--- src/rtl/iot_pkg.sv ---
// Shared constants, state encoding and helpers for the IoT byte-serial transmitter.
// The optional word FIFO is selected with the IOT_TX_FIFO_EN macro in iot_byte_tx.
package iot_pkg;

  localparam int IOT_BYTES_PER_WORD      = 16;
  localparam int IOT_WORD_W              = 128;
  localparam int IOT_WORDS_PER_ROUND_DEF = 8;
  localparam int IOT_FIFO_DEPTH_DEF      = 4;

  typedef enum logic [1:0] {
    ST_IDLE = 2'd0,
    ST_SEND = 2'd1,
    ST_GAP  = 2'd2
  } iot_state_e;

  typedef logic [IOT_WORD_W-1:0] iot_word_t;

  // Byte lane idx of a word, lane 0 being the least-significant byte.
  function automatic logic [7:0] iot_byte_sel(input iot_word_t w, input logic [3:0] idx);
    return w[8*idx +: 8];
  endfunction

endpackage

--- src/rtl/iot_byte_tx_if.sv ---
// Upstream sample handshake plus downstream byte port of the IoT transmitter.
// The transmitter uses the slave view; the sample source / filter side uses master.
interface iot_byte_tx_if;
  import iot_pkg::*;

  logic       s_valid;
  iot_word_t  s_data;
  logic       s_ready;
  logic       busy;
  logic       in_en;
  logic [7:0] iot_in;
  logic [2:0] word_cnt;
  logic       round_done;

  modport slave (
    input  s_valid, s_data, busy,
    output s_ready, in_en, iot_in, word_cnt, round_done
  );

  modport master (
    output s_valid, s_data, busy,
    input  s_ready, in_en, iot_in, word_cnt, round_done
  );

endinterface

--- src/rtl/iot_tx_fifo.sv ---
// Show-ahead word FIFO with a registered head word and full/empty flags.
// Storage is a plain array so it maps onto block RAM; the head register bypasses it when empty.
module iot_tx_fifo #(
  parameter int DEPTH = 4,
  parameter int WIDTH = 128
) (
  input  logic             clk,
  input  logic             rst,
  input  logic             i_push,
  input  logic [WIDTH-1:0] i_data,
  input  logic             i_pop,
  output logic [WIDTH-1:0] o_data,
  output logic             o_full,
  output logic             o_empty
);

  localparam int AW = $clog2(DEPTH);

  logic [WIDTH-1:0] r_mem [DEPTH];
  logic [AW-1:0]    r_wr_ptr;
  logic [AW-1:0]    r_rd_ptr;
  logic [AW:0]      r_count;
  logic [WIDTH-1:0] r_head;

  logic             w_push;
  logic             w_pop;
  logic [AW-1:0]    w_rd_next;
  logic [AW:0]      w_cnt_after_pop;

  assign o_full  = (r_count == (AW+1)'(DEPTH));
  assign o_empty = (r_count == '0);
  assign o_data  = r_head;

  // A push into a full FIFO is legal only when a pop frees a slot on the same edge.
  assign w_push          = i_push && (!o_full || i_pop);
  assign w_pop           = i_pop && !o_empty;
  assign w_rd_next       = r_rd_ptr + AW'(w_pop);
  assign w_cnt_after_pop = r_count - (AW+1)'(w_pop);

  always_ff @(posedge clk) begin
    if (w_push) begin
      r_mem[r_wr_ptr] <= i_data;
    end
  end

  always_ff @(posedge clk or posedge rst) begin
    if (rst) begin
      r_wr_ptr <= '0;
      r_rd_ptr <= '0;
      r_count  <= '0;
    end else begin
      r_wr_ptr <= r_wr_ptr + AW'(w_push);
      r_rd_ptr <= w_rd_next;
      r_count  <= w_cnt_after_pop + (AW+1)'(w_push);
    end
  end

  // Incoming word becomes the head directly when nothing else will be left in the FIFO.
  always_ff @(posedge clk or posedge rst) begin
    if (rst) begin
      r_head <= '0;
    end else if (w_push && (w_cnt_after_pop == '0)) begin
      r_head <= i_data;
    end else begin
      r_head <= r_mem[w_rd_next];
    end
  end

endmodule

--- src/rtl/iot_byte_tx.sv ---
// Serializes 128-bit samples into 16 LSB-first bytes with busy stall and a one-cycle word gap.
// Define IOT_TX_FIFO_EN to hold samples in an iot_tx_fifo instead of a single register.
module iot_byte_tx
  import iot_pkg::*;
#(
  parameter int WORDS_PER_ROUND = IOT_WORDS_PER_ROUND_DEF,
  parameter int FIFO_DEPTH      = IOT_FIFO_DEPTH_DEF
) (
  input  logic         clk,
  input  logic         rst,
  iot_byte_tx_if.slave tx
);

  localparam logic [3:0] LAST_BYTE = 4'(IOT_BYTES_PER_WORD - 1);
  localparam logic [2:0] LAST_WORD = 3'(WORDS_PER_ROUND - 1);

  generate
    if (WORDS_PER_ROUND < 1 || WORDS_PER_ROUND > 8) begin : g_bad_round
      $error("iot_byte_tx: WORDS_PER_ROUND must be in 1..8");
    end
    if (FIFO_DEPTH < 2 || (FIFO_DEPTH & (FIFO_DEPTH - 1)) != 0) begin : g_bad_depth
      $error("iot_byte_tx: FIFO_DEPTH must be a power of 2 and at least 2");
    end
  endgenerate

  iot_state_e r_state;
  iot_state_e w_state_next;
  logic [3:0] r_byte_idx;
  logic [2:0] r_word_cnt;
  logic       r_round_done;

  logic       w_in_en;
  logic [7:0] w_iot_in;
  logic       w_push;
  logic       w_pop;
  logic       w_s_ready;
  logic       w_store_nonempty;
  iot_word_t  w_head;

  assign w_push = tx.s_valid && w_s_ready;
  assign w_pop  = w_in_en && (r_byte_idx == LAST_BYTE);

`ifdef IOT_TX_FIFO_EN
  logic w_fifo_full;
  logic w_fifo_empty;

  iot_tx_fifo #(
    .DEPTH (FIFO_DEPTH),
    .WIDTH (IOT_WORD_W)
  ) u_fifo (
    .clk     (clk),
    .rst     (rst),
    .i_push  (w_push),
    .i_data  (tx.s_data),
    .i_pop   (w_pop),
    .o_data  (w_head),
    .o_full  (w_fifo_full),
    .o_empty (w_fifo_empty)
  );

  assign w_s_ready        = !w_fifo_full || w_pop;
  assign w_store_nonempty = !w_fifo_empty;
`else
  iot_word_t r_word;
  logic      r_full;

  // Push and pop never coincide here: s_ready is low for the whole word being sent.
  always_ff @(posedge clk or posedge rst) begin
    if (rst) begin
      r_word <= '0;
      r_full <= 1'b0;
    end else begin
      if (w_pop) begin
        r_full <= 1'b0;
      end
      if (w_push) begin
        r_word <= tx.s_data;
        r_full <= 1'b1;
      end
    end
  end

  assign w_s_ready        = !r_full;
  assign w_store_nonempty = r_full;
  assign w_head           = r_word;
`endif

  always_ff @(posedge clk or posedge rst) begin
    if (rst) begin
      r_state <= ST_IDLE;
    end else begin
      r_state <= w_state_next;
    end
  end

  // A sample accepted this edge starts sending next cycle, so push counts as non-empty.
  always_comb begin
    w_state_next = r_state;
    w_in_en      = 1'b0;
    w_iot_in     = 8'h00;
    case (r_state)
      ST_IDLE: begin
        if (w_push || w_store_nonempty) begin
          w_state_next = ST_SEND;
        end
      end
      ST_SEND: begin
        w_in_en  = !tx.busy;
        w_iot_in = iot_byte_sel(w_head, r_byte_idx);
        if (w_in_en && (r_byte_idx == LAST_BYTE)) begin
          w_state_next = ST_GAP;
        end
      end
      ST_GAP: begin
        w_state_next = (w_push || w_store_nonempty) ? ST_SEND : ST_IDLE;
      end
      default: begin
        w_state_next = ST_IDLE;
      end
    endcase
  end

  always_ff @(posedge clk or posedge rst) begin
    if (rst) begin
      r_byte_idx   <= '0;
      r_word_cnt   <= '0;
      r_round_done <= 1'b0;
    end else begin
      r_round_done <= 1'b0;
      if (w_in_en) begin
        r_byte_idx <= r_byte_idx + 4'd1;
      end
      if (w_pop) begin
        r_word_cnt   <= (r_word_cnt == LAST_WORD) ? 3'd0 : r_word_cnt + 3'd1;
        r_round_done <= (r_word_cnt == LAST_WORD);
      end
    end
  end

  assign tx.s_ready    = w_s_ready;
  assign tx.in_en      = w_in_en;
  assign tx.iot_in     = w_iot_in;
  assign tx.word_cnt   = r_word_cnt;
  assign tx.round_done = r_round_done;

endmodule

--- src/flat_wrapper.sv ---
// flat-port wrapper written by rule: the top's interface ports become plain ports
module iot_byte_tx_flat import iot_pkg::*;
#(
  parameter int WORDS_PER_ROUND = IOT_WORDS_PER_ROUND_DEF,
  parameter int FIFO_DEPTH      = IOT_FIFO_DEPTH_DEF
)
  (clk, rst, tx_s_valid, tx_s_data, tx_busy, tx_s_ready, tx_in_en, tx_iot_in, tx_word_cnt, tx_round_done);
  iot_byte_tx_if tx_i ();
  input  logic clk;
  input  logic rst;
  input wire logic [$bits(tx_i.s_valid)-1:0] tx_s_valid;
  input wire logic [$bits(tx_i.s_data)-1:0] tx_s_data;
  input wire logic [$bits(tx_i.busy)-1:0] tx_busy;
  output wire logic [$bits(tx_i.s_ready)-1:0] tx_s_ready;
  output wire logic [$bits(tx_i.in_en)-1:0] tx_in_en;
  output wire logic [$bits(tx_i.iot_in)-1:0] tx_iot_in;
  output wire logic [$bits(tx_i.word_cnt)-1:0] tx_word_cnt;
  output wire logic [$bits(tx_i.round_done)-1:0] tx_round_done;
  assign tx_i.s_valid = tx_s_valid;
  assign tx_i.s_data = tx_s_data;
  assign tx_i.busy = tx_busy;
  assign tx_s_ready = tx_i.s_ready;
  assign tx_in_en = tx_i.in_en;
  assign tx_iot_in = tx_i.iot_in;
  assign tx_word_cnt = tx_i.word_cnt;
  assign tx_round_done = tx_i.round_done;
  iot_byte_tx #(.WORDS_PER_ROUND(WORDS_PER_ROUND), .FIFO_DEPTH(FIFO_DEPTH)) u_core (.clk(clk), .rst(rst), .tx(tx_i));
endmodule
--- config.mk ---
export PLATFORM = sky130hd
export DESIGN_NAME = iot_byte_tx_flat
export DESIGN_NICKNAME = d
export VERILOG_FILES = /design/src/rtl/iot_pkg.sv /design/src/rtl/iot_byte_tx_if.sv /design/src/rtl/iot_tx_fifo.sv /design/src/rtl/iot_byte_tx.sv /design/src/flat_wrapper.sv
export SDC_FILE = /design/constraint.sdc
export NUM_CORES = 1
export LEC_CHECK = 0
export CORE_MARGIN = 4
export CORE_UTILIZATION = 38
export CTS_CLUSTER_SIZE = 28
export DETAILED_ROUTE_END_ITERATION = 6
export GPL_ROUTABILITY_DRIVEN = 0
export PLACE_DENSITY = 0.75
export SKIP_CTS_REPAIR_TIMING = 1
export SLEW_MARGIN = 20
export SYNTH_ARGS = -nofsm -noshare
export SYNTH_HDL_FRONTEND = slang
export SYNTH_SLANG_ARGS = --single-unit
--- constraint.sdc ---
create_clock -name clk -period 10 [get_ports clk]
set_input_delay 2 -clock clk [delete_from_list [all_inputs] [get_ports clk]]
set_output_delay 2 -clock clk [all_outputs]
set_load 0.05 [all_outputs]
==> impl_metrics.py, run 1 <==
metrics = {
    "detailed_routing": {
        "drt_pass1_iterations": 4,
        "met3_wirelength_um": 677,
        "detail_route.wirelength.met1_um": 6350,
        "antenna_left": 0,
        "drt-total-wl_um": 14500,
        "vias": 3842,
        "detail_route.wl_per_cell_um": 18.8,
        "met2_length_um": 7100,
        "drt-vias-per-instance": 5.00,
        "drt_drc_violations_left": 0,
        "initialDrtViolationCount": 186,
        "highest-signal-layer": "met4",
    },
    "cells_and_area": {
        "regArea_sq_um": 3480,
        "antennaDiodeCount": 0,
        "n_fill_cell": 1298,
        "multi_input_area_sq_um": 2630,
        "layout.nets": 674,
        "flow.area_growth_from_synthesis_pct": 36.0,
        "final_cell_area_sq_um": 8550,
        "instances_no_fill": 768,
        "layout-drive-gt1-share_pct": 20.3,
        "utilization_pct": 53.2,
    },
    "clocking": {
        "cts.htree.levels": 4,
        "numCtsBuffers": 17,
        "clock_path_buffers": 2,
        "clk_pin_slew_ns": 0.06,
        "clock_tree_root_buffer_cell": "sky130_fd_sc_hd__clkbuf_16",
        "clock_tree_from_tritoncts": "done",
        "insertion_delay_ns": 0.41,
        "cts_sinks": 139,
    },
    "synthesis": {
        "area_of_the_mapped_netlist_sq_um": 6280,
        "ys_seq_elements": 139,
        "post-synth-top-area-fraction_pct": 55.4,
        "synth-main-ff-cell": "sky130_fd_sc_hd__dfrtp_1",
        "postSynth.asyncResetShare_pct": 100,
        "ys_seq_area_share_pct": 55.4,
        "synth_nets": 531,
        "synth.avg_cell_area_sq_um": 15.9,
        "yosysWarningCount": 0,
        "yosysTopAreaCell": "sky130_fd_sc_hd__dfrtp_1",
        "post_synth_num_cell_types": 32,
        "synthTopCellsByArea": "sky130_fd_sc_hd__dfrtp_1 (55%), sky130_fd_sc_hd__mux2_1 (17%), sky130_fd_sc_hd__mux2_2 (9.1%)",
        "synthesis.instances": 396,
        "synth-edff-count": 0,
    },
    "global_routing": {
        "overflow": 0,
        "groute.usage.overall_pct": 16.4,
        "pin_count_of_the_biggest_net_entering_global_routing": 81,
        "grt_first_pass_wirelength_um": 22800,
        "first_global_vias": 4302,
        "antenna_found_initial": 0,
    },
    "power_and_ir_drop": {
        "power.switching_fraction_pct": 33.4,
        "internal_portion_of_total_power_mw": 1.81,
        "p_comb_share_pct": 38.2,
        "cellPowerDensity_nw_per_um2": 318,
        "netsw_uw": 908,
        "share_seq_of_total_power_pct": 36.7,
        "max-vdd-ir-drop_uv": 180,
        "p_leak_nw": 3.59,
        "power.clock.fraction_pct": 25.1,
    },
    "timing": {
        "time_the_final_worst_path_needs_with_i_o_delays_and_setup_ns": 5.65,
        "report.final.setup_viol": 0,
        "maxSlewHeadroom_pct": 40.2,
        "final.setup.tns_ns": 0,
        "finalHoldViolations": 0,
        "final.setup_skew_ns": 0.00557,
        "final.hold.worst_slack_ns": 0.477,
        "period_share_pct": 56.5,
        "worst_slew_pin_slew_ns": 0.896,
        "slew_violations": 0,
        "achievable-frequency_mhz": 177,
        "grt_setup_unrepaired": "false",
    },
    "floorplan": {
        "floorplan.core_area_sq_um": 16100,
        "floorplan.rows": 46,
        "ioPinCount": 146,
        "chipHeight_um": 137,
        "design.die.area_sq_um": 18700,
        "floorplan.die.width_um": 137,
        "initial_core_util_pct": 39.1,
    },
    "critical_path": {
        "critPathRequiredTime_ns": 8.00,
        "critical_path_peak_fanout": 6,
        "worstPathArrival_ns": 3.65,
        "crit-reg2reg-capture": "u_core.r_word[55]",
        "setup_crit_end_kind": "output port",
        "timing.reg2reg.worst_path_depth": 4,
        "timing_worst_setup_path_type": "in2out",
        "reg2reg_from": "u_core.r_full",
        "setup.worst_path.start_class": "primary input",
        "worst_r2r_setup_slack_ns": 7.41,
    },
    "worst_hold_path": {
        "min_from": "u_core.r_word[0]",
        "timing.hold.worst_path_depth": 1,
        "min_delay_endpoint": "u_core.r_word[0]",
        "hp-class": "reg2reg",
    },
    "placed_design": {
        "detailedPlacementHpwl_um": 10500,
        "place_inst": 736,
        "place.port_buffers": 145,
        "place_area_sq_um": 7890,
    },
    "run": {
        "drv.max_cap_violation_count": 0,
    },
    "run_status": {
        "status": "finished clean",
    },
}
-- through the flow --
| stage | setup slack (ns) | power (mW) |
|---|---|---|
| after floorplan | 4.28 | 1.72 |
| after detailed placement | 4.36 | 2.06 |
| after global placement | 4.37 | 2.01 |
| after global routing | 4.27 | 2.87 |
| after CTS | 4.35 | 2.75 |
| final | 4.35 | 2.72 |
-- area by class of cell --
cell class	instances	area share [%]
flip-flops and latches	139	40.7
inverters	3	0.190
well taps	216	3.16
clock buffers	18	5.02
repair buffers	151	17.6
clock inverters	14	2.58
multi-input cells	227	30.8
-- synthesized netlist by cell type (2+ instances only) --
master                     number
sky130_fd_sc_hd__a22oi_1        8
sky130_fd_sc_hd__buf_2         18
sky130_fd_sc_hd__o221ai_1       8
sky130_fd_sc_hd__mux4_1         5
sky130_fd_sc_hd__nor2_1        10
sky130_fd_sc_hd__mux2_1        97
sky130_fd_sc_hd__dfrtp_1      139
sky130_fd_sc_hd__buf_1          3
sky130_fd_sc_hd__buf_4          2
sky130_fd_sc_hd__xnor2_1        2
sky130_fd_sc_hd__ha_1           3
sky130_fd_sc_hd__mux2_2        51
sky130_fd_sc_hd__inv_1          3
sky130_fd_sc_hd__o21ai_1        8
sky130_fd_sc_hd__nand2_1        2
sky130_fd_sc_hd__buf_6          3
sky130_fd_sc_hd__mux4_2        19
-- layout by cell type (no fill, tap or decap) --
cell / n
sky130_fd_sc_hd__and3b_1: 1
sky130_fd_sc_hd__mux4_1: 5
sky130_fd_sc_hd__a22oi_1: 8
sky130_fd_sc_hd__o211ai_1: 1
sky130_fd_sc_hd__clkinv_2: 1
sky130_fd_sc_hd__nor3b_4: 1
sky130_fd_sc_hd__o221ai_1: 8
sky130_fd_sc_hd__nand2b_1: 1
sky130_fd_sc_hd__inv_6: 2
sky130_fd_sc_hd__nand4_1: 1
sky130_fd_sc_hd__o21ai_1: 8
sky130_fd_sc_hd__nand2_1: 2
sky130_fd_sc_hd__xnor2_1: 2
sky130_fd_sc_hd__nor4bb_1: 1
sky130_fd_sc_hd__o21ai_0: 1
sky130_fd_sc_hd__dfrtp_1: 138
sky130_fd_sc_hd__clkdlybuf4s50_1: 145
sky130_fd_sc_hd__nor2_1: 10
sky130_fd_sc_hd__clkinv_4: 3
sky130_fd_sc_hd__mux4_2: 19
sky130_fd_sc_hd__nor4b_4: 1
sky130_fd_sc_hd__a21oi_1: 1
sky130_fd_sc_hd__clkbuf_16: 17
sky130_fd_sc_hd__clkbuf_1: 1
sky130_fd_sc_hd__and2_1: 1
sky130_fd_sc_hd__nand3_1: 1
sky130_fd_sc_hd__dfrtp_2: 1
sky130_fd_sc_hd__buf_4: 5
sky130_fd_sc_hd__ha_1: 3
sky130_fd_sc_hd__mux2_2: 51
sky130_fd_sc_hd__clkinvlp_4: 4
sky130_fd_sc_hd__mux2_1: 97
sky130_fd_sc_hd__nor2b_4: 1
sky130_fd_sc_hd__buf_6: 1
sky130_fd_sc_hd__bufinv_16: 5
sky130_fd_sc_hd__inv_1: 2
sky130_fd_sc_hd__xor2_1: 1
sky130_fd_sc_hd__and4_1: 1
-- power groups by stage --
stage                     registers [mW]  clock network (mW)  logic, mW
final                              0.997               0.681       1.04
after global routing                1.03               0.723       1.12
after CTS                           1.00               0.697       1.06
after detailed placement            1.01                   0       1.05
after global placement             0.987                   0       1.03
after floorplan                    0.931                   0      0.788
-- registers in the layout, summed over array words and instances, names as in the netlist --
register	cells
u_core.r_state	2
u_core.r_word	128
u_core.tx.word_cnt	3
u_core.r_full	1
u_core.r_byte_idx	4
u_core.tx.round_done	1
-- cell families (layout without fill, tap and decap cells) --
| family | count (synthesis) | in the layout | synth area share, % |
|---|---|---|---|
| muxes | 172 | 172 | 35.4 |
| adders and majority gates | 3 | 3 | 0.598 |
| and+or+nand+nor | 22 | 22 | 2.31 |
| DFF | 139 | 139 | 55.4 |
| AOI/OAI and AO/OA | 27 | 27 | 2.99 |
| buffers and inverters | 30 | 186 | 2.89 |
| xor gates and xnor gates | 3 | 3 | 0.418 |
-- metal layers --
| metal | GRT usage (%) | vias to the layer above |
|---|---|---|
| met5 | 0 | - |
| met4 | 5.26 | 0 |
| met3 | 4.45 | 19 |
| met2 | 26.8 | 103 |
| met1 | 21.2 | 1950 |
| li1 | - | 1770 |
-- how the worst max path moves through the flow --
stage | start | endpoint | slack, ns | cells after the start
after global placement | tx_busy | tx_in_en | 4.37 | 3
after detailed placement | tx_busy | tx_in_en | 4.36 | 3
final | tx_busy | tx_in_en | 4.35 | 3
after global routing | tx_busy | tx_in_en | 4.27 | 3
after floorplan | rst | u_core.r_byte_idx[0] | 4.28 | 1
after CTS | tx_busy | tx_in_en | 4.35 | 3
-- worst max-delay path: stages --
cell and delay, ns:
sky130_fd_sc_hd__clkdlybuf4s50_1 0.46, sky130_fd_sc_hd__nor3b_4 0.32, sky130_fd_sc_hd__clkdlybuf4s50_1 0.86
Note: power is estimated with default switching activity, not from simulation.
==> run 2, diff against run 1 <==
- PLACE_DENSITY: 0.75 -> 0.78
- clock period: 10 -> 4.5 ns (I/O delays scaled with it)
==> run 2 against run 1 <==
Against the previous run: critical path depth is 2 higher; sequential share of layout area is 0.79 points lower; worst setup slack worse by 3.5 ns; sequential power is 130% higher; final area is 2.0% higher; die area stayed put; routed wire length is 3.2% higher; clock power is 140% higher; largest power group unchanged.
==> impl_metrics.py, run 2 (same netlist as run 1, synthesis figures left out) <==
metrics = {
    "clocking": {
        "clock_tree_root_buffer_cell": "sky130_fd_sc_hd__clkbuf_16",
        "cts.htree.levels": 4,
        "clock_tree_from_tritoncts": "done",
        "clock_path_buffers": 2,
        "cts_sinks": 139,
        "insertion_delay_ns": 0.41,
        "numCtsBuffers": 17,
        "clk_pin_slew_ns": 0.06,
    },
    "detailed_routing": {
        "highest-signal-layer": "met4",
        "drt_drc_violations_left": 0,
        "met2_length_um": 7420,
        "vias": 3884,
        "drt-vias-per-instance": 5.04,
        "drt-total-wl_um": 14900,
        "detail_route.wl_per_cell_um": 19.4,
        "antenna_left": 0,
        "drt_pass1_iterations": 4,
        "met3_wirelength_um": 668,
        "initialDrtViolationCount": 158,
        "detail_route.wirelength.met1_um": 6590,
    },
    "placed_design": {
        "place.port_buffers": 145,
        "place_area_sq_um": 8010,
        "place_inst": 738,
        "detailedPlacementHpwl_um": 10600,
    },
    "critical_path": {
        "worstPathArrival_ns": 2.78,
        "critical_path_peak_fanout": 13,
        "critPathRequiredTime_ns": 3.60,
        "timing_worst_setup_path_type": "reg2out",
        "setup.worst_path.start_class": "register",
        "setup_crit_end_kind": "output port",
    },
    "power_and_ir_drop": {
        "max-vdd-ir-drop_uv": 359,
        "p_comb_share_pct": 39.6,
        "cellPowerDensity_nw_per_um2": 739,
        "netsw_mw": 2.09,
        "power.clock.fraction_pct": 25.5,
        "internal_portion_of_total_power_mw": 4.35,
        "p_leak_nw": 3.68,
        "power.switching_fraction_pct": 32.5,
        "share_seq_of_total_power_pct": 34.9,
    },
    "cells_and_area": {
        "final_cell_area_sq_um": 8710,
        "instances_no_fill": 770,
        "layout.nets": 676,
        "n_fill_cell": 1257,
        "largest_reg_flops": 128,
        "flow.area_growth_from_synthesis_pct": 38.7,
        "mostFrequentLayoutCell": "sky130_fd_sc_hd__dfrtp_1",
        "final_cell_mix": "sky130_fd_sc_hd__dfrtp_1 (138), sky130_fd_sc_hd__clkdlybuf4s50_1 (137), sky130_fd_sc_hd__mux2_1 (97)",
        "layout-drive-gt1-share_pct": 22.2,
        "utilization_pct": 54.3,
        "registers.top_by_ff_count": "u_core.r_word",
        "antennaDiodeCount": 0,
    },
    "floorplan": {
        "chipHeight_um": 137,
        "floorplan.core_area_sq_um": 16100,
        "design.die.area_sq_um": 18700,
        "floorplan.die.width_um": 137,
        "initial_core_util_pct": 39.1,
        "ioPinCount": 146,
        "floorplan.rows": 46,
    },
    "timing": {
        "time_the_final_worst_path_needs_with_i_o_delays_and_setup_ns": 3.68,
        "worst_slew_pin_slew_ns": 0.820,
        "slew_violations": 0,
        "grt_setup_unrepaired": "false",
        "period_share_pct": 81.8,
        "report.final.setup_viol": 0,
        "finalHoldViolations": 0,
        "final.setup_skew_ns": 0.00958,
        "maxSlewHeadroom_pct": 45.4,
        "final.setup.tns_ns": 0,
        "achievable-frequency_mhz": 272,
    },
    "global_routing": {
        "first_global_vias": 4362,
        "overflow": 0,
        "groute.usage.overall_pct": 16.6,
        "pin_count_of_the_biggest_net_entering_global_routing": 140,
        "grt_first_pass_wirelength_um": 23300,
        "antenna_found_initial": 0,
    },
    "worst_hold_path": {
        "hp-class": "reg2reg",
    },
    "run": {
        "drv.max_cap_violation_count": 0,
    },
    "run_status": {
        "status": "finished clean",
    },
}
run 2: cell count changes in the layout (fill, tap and decap cells not counted), sizes merged:
cell	delta
buf	+10
clkdlybuf4s50	-8
clkbuf	+4
clkinv	-2
inv	-2
bufinv	+1
clkinvlp	-1
run 2: through the flow:
stage	total power [mW]	hold WS [ns]	worst slack (ns)
final	6.44	0.478	0.819
after global placement	4.73	0.461	1.05
after floorplan	3.82	0.449	1.83
after detailed placement	4.85	0.468	1.04
after CTS	6.52	0.482	0.702
after global routing	6.78	0.492	0.628
run 2: power groups by stage:
stage / registers (mW) / clock network [mW] / logic (mW)
6_report: 2.25 / 1.65 / 2.55
5_1_grt: 2.33 / 1.73 / 2.72
4_1_cts: 2.25 / 1.67 / 2.59
3_5_place_dp: 2.27 / 0 / 2.58
3_3_place_gp: 2.22 / 0 / 2.52
2_1_floorplan: 2.07 / 0 / 1.75
run 2: critical path, cell delays in order, from the launching register on:
cell and delay [ns]:
sky130_fd_sc_hd__dfrtp_1 0.87, sky130_fd_sc_hd__buf_4 0.29, sky130_fd_sc_hd__mux4_1 0.61, sky130_fd_sc_hd__a22oi_1 0.26
sky130_fd_sc_hd__o21ai_1 0.15, sky130_fd_sc_hd__buf_12 0.18
run 2: path summary, 6_finish.rpt:
path,startpoint,to,slack [ns],cells after the start
hold / removal,u_core.r_word[3],u_core.r_word[3],0.48,1
setup / recovery,u_core.r_byte_idx[0],tx_iot_in[0],0.82,5
hold reg to reg,u_core.r_word[3],u_core.r_word[3],0.48,1
setup reg to reg,u_core.r_byte_idx[0],u_core.tx.word_cnt[1],2.25,4
max in group asynchronous,rst,u_core.r_word[82],2.89,3
min in group asynchronous,rst,u_core.r_word[27],1.07,3
run 2: routing by layer:
metal / vias to the layer above / global-route usage [%]
met5: - / 0
met4: 0 / 4.82
met3: 17 / 4.45
met2: 102 / 27.2
met1: 2000 / 21.8
li1: 1765 / -
run 2: layout make-up:
type,count,area (sq um),area share (%)
clock inverters,10,209,2.40
well taps,216,270,3.10
inverters,3,15.0,0.172
flip-flops and latches,139,3480,39.9
repair buffers,153,1620,18.5
clock buffers,22,494,5.67
multi-input cells,227,2630,30.2
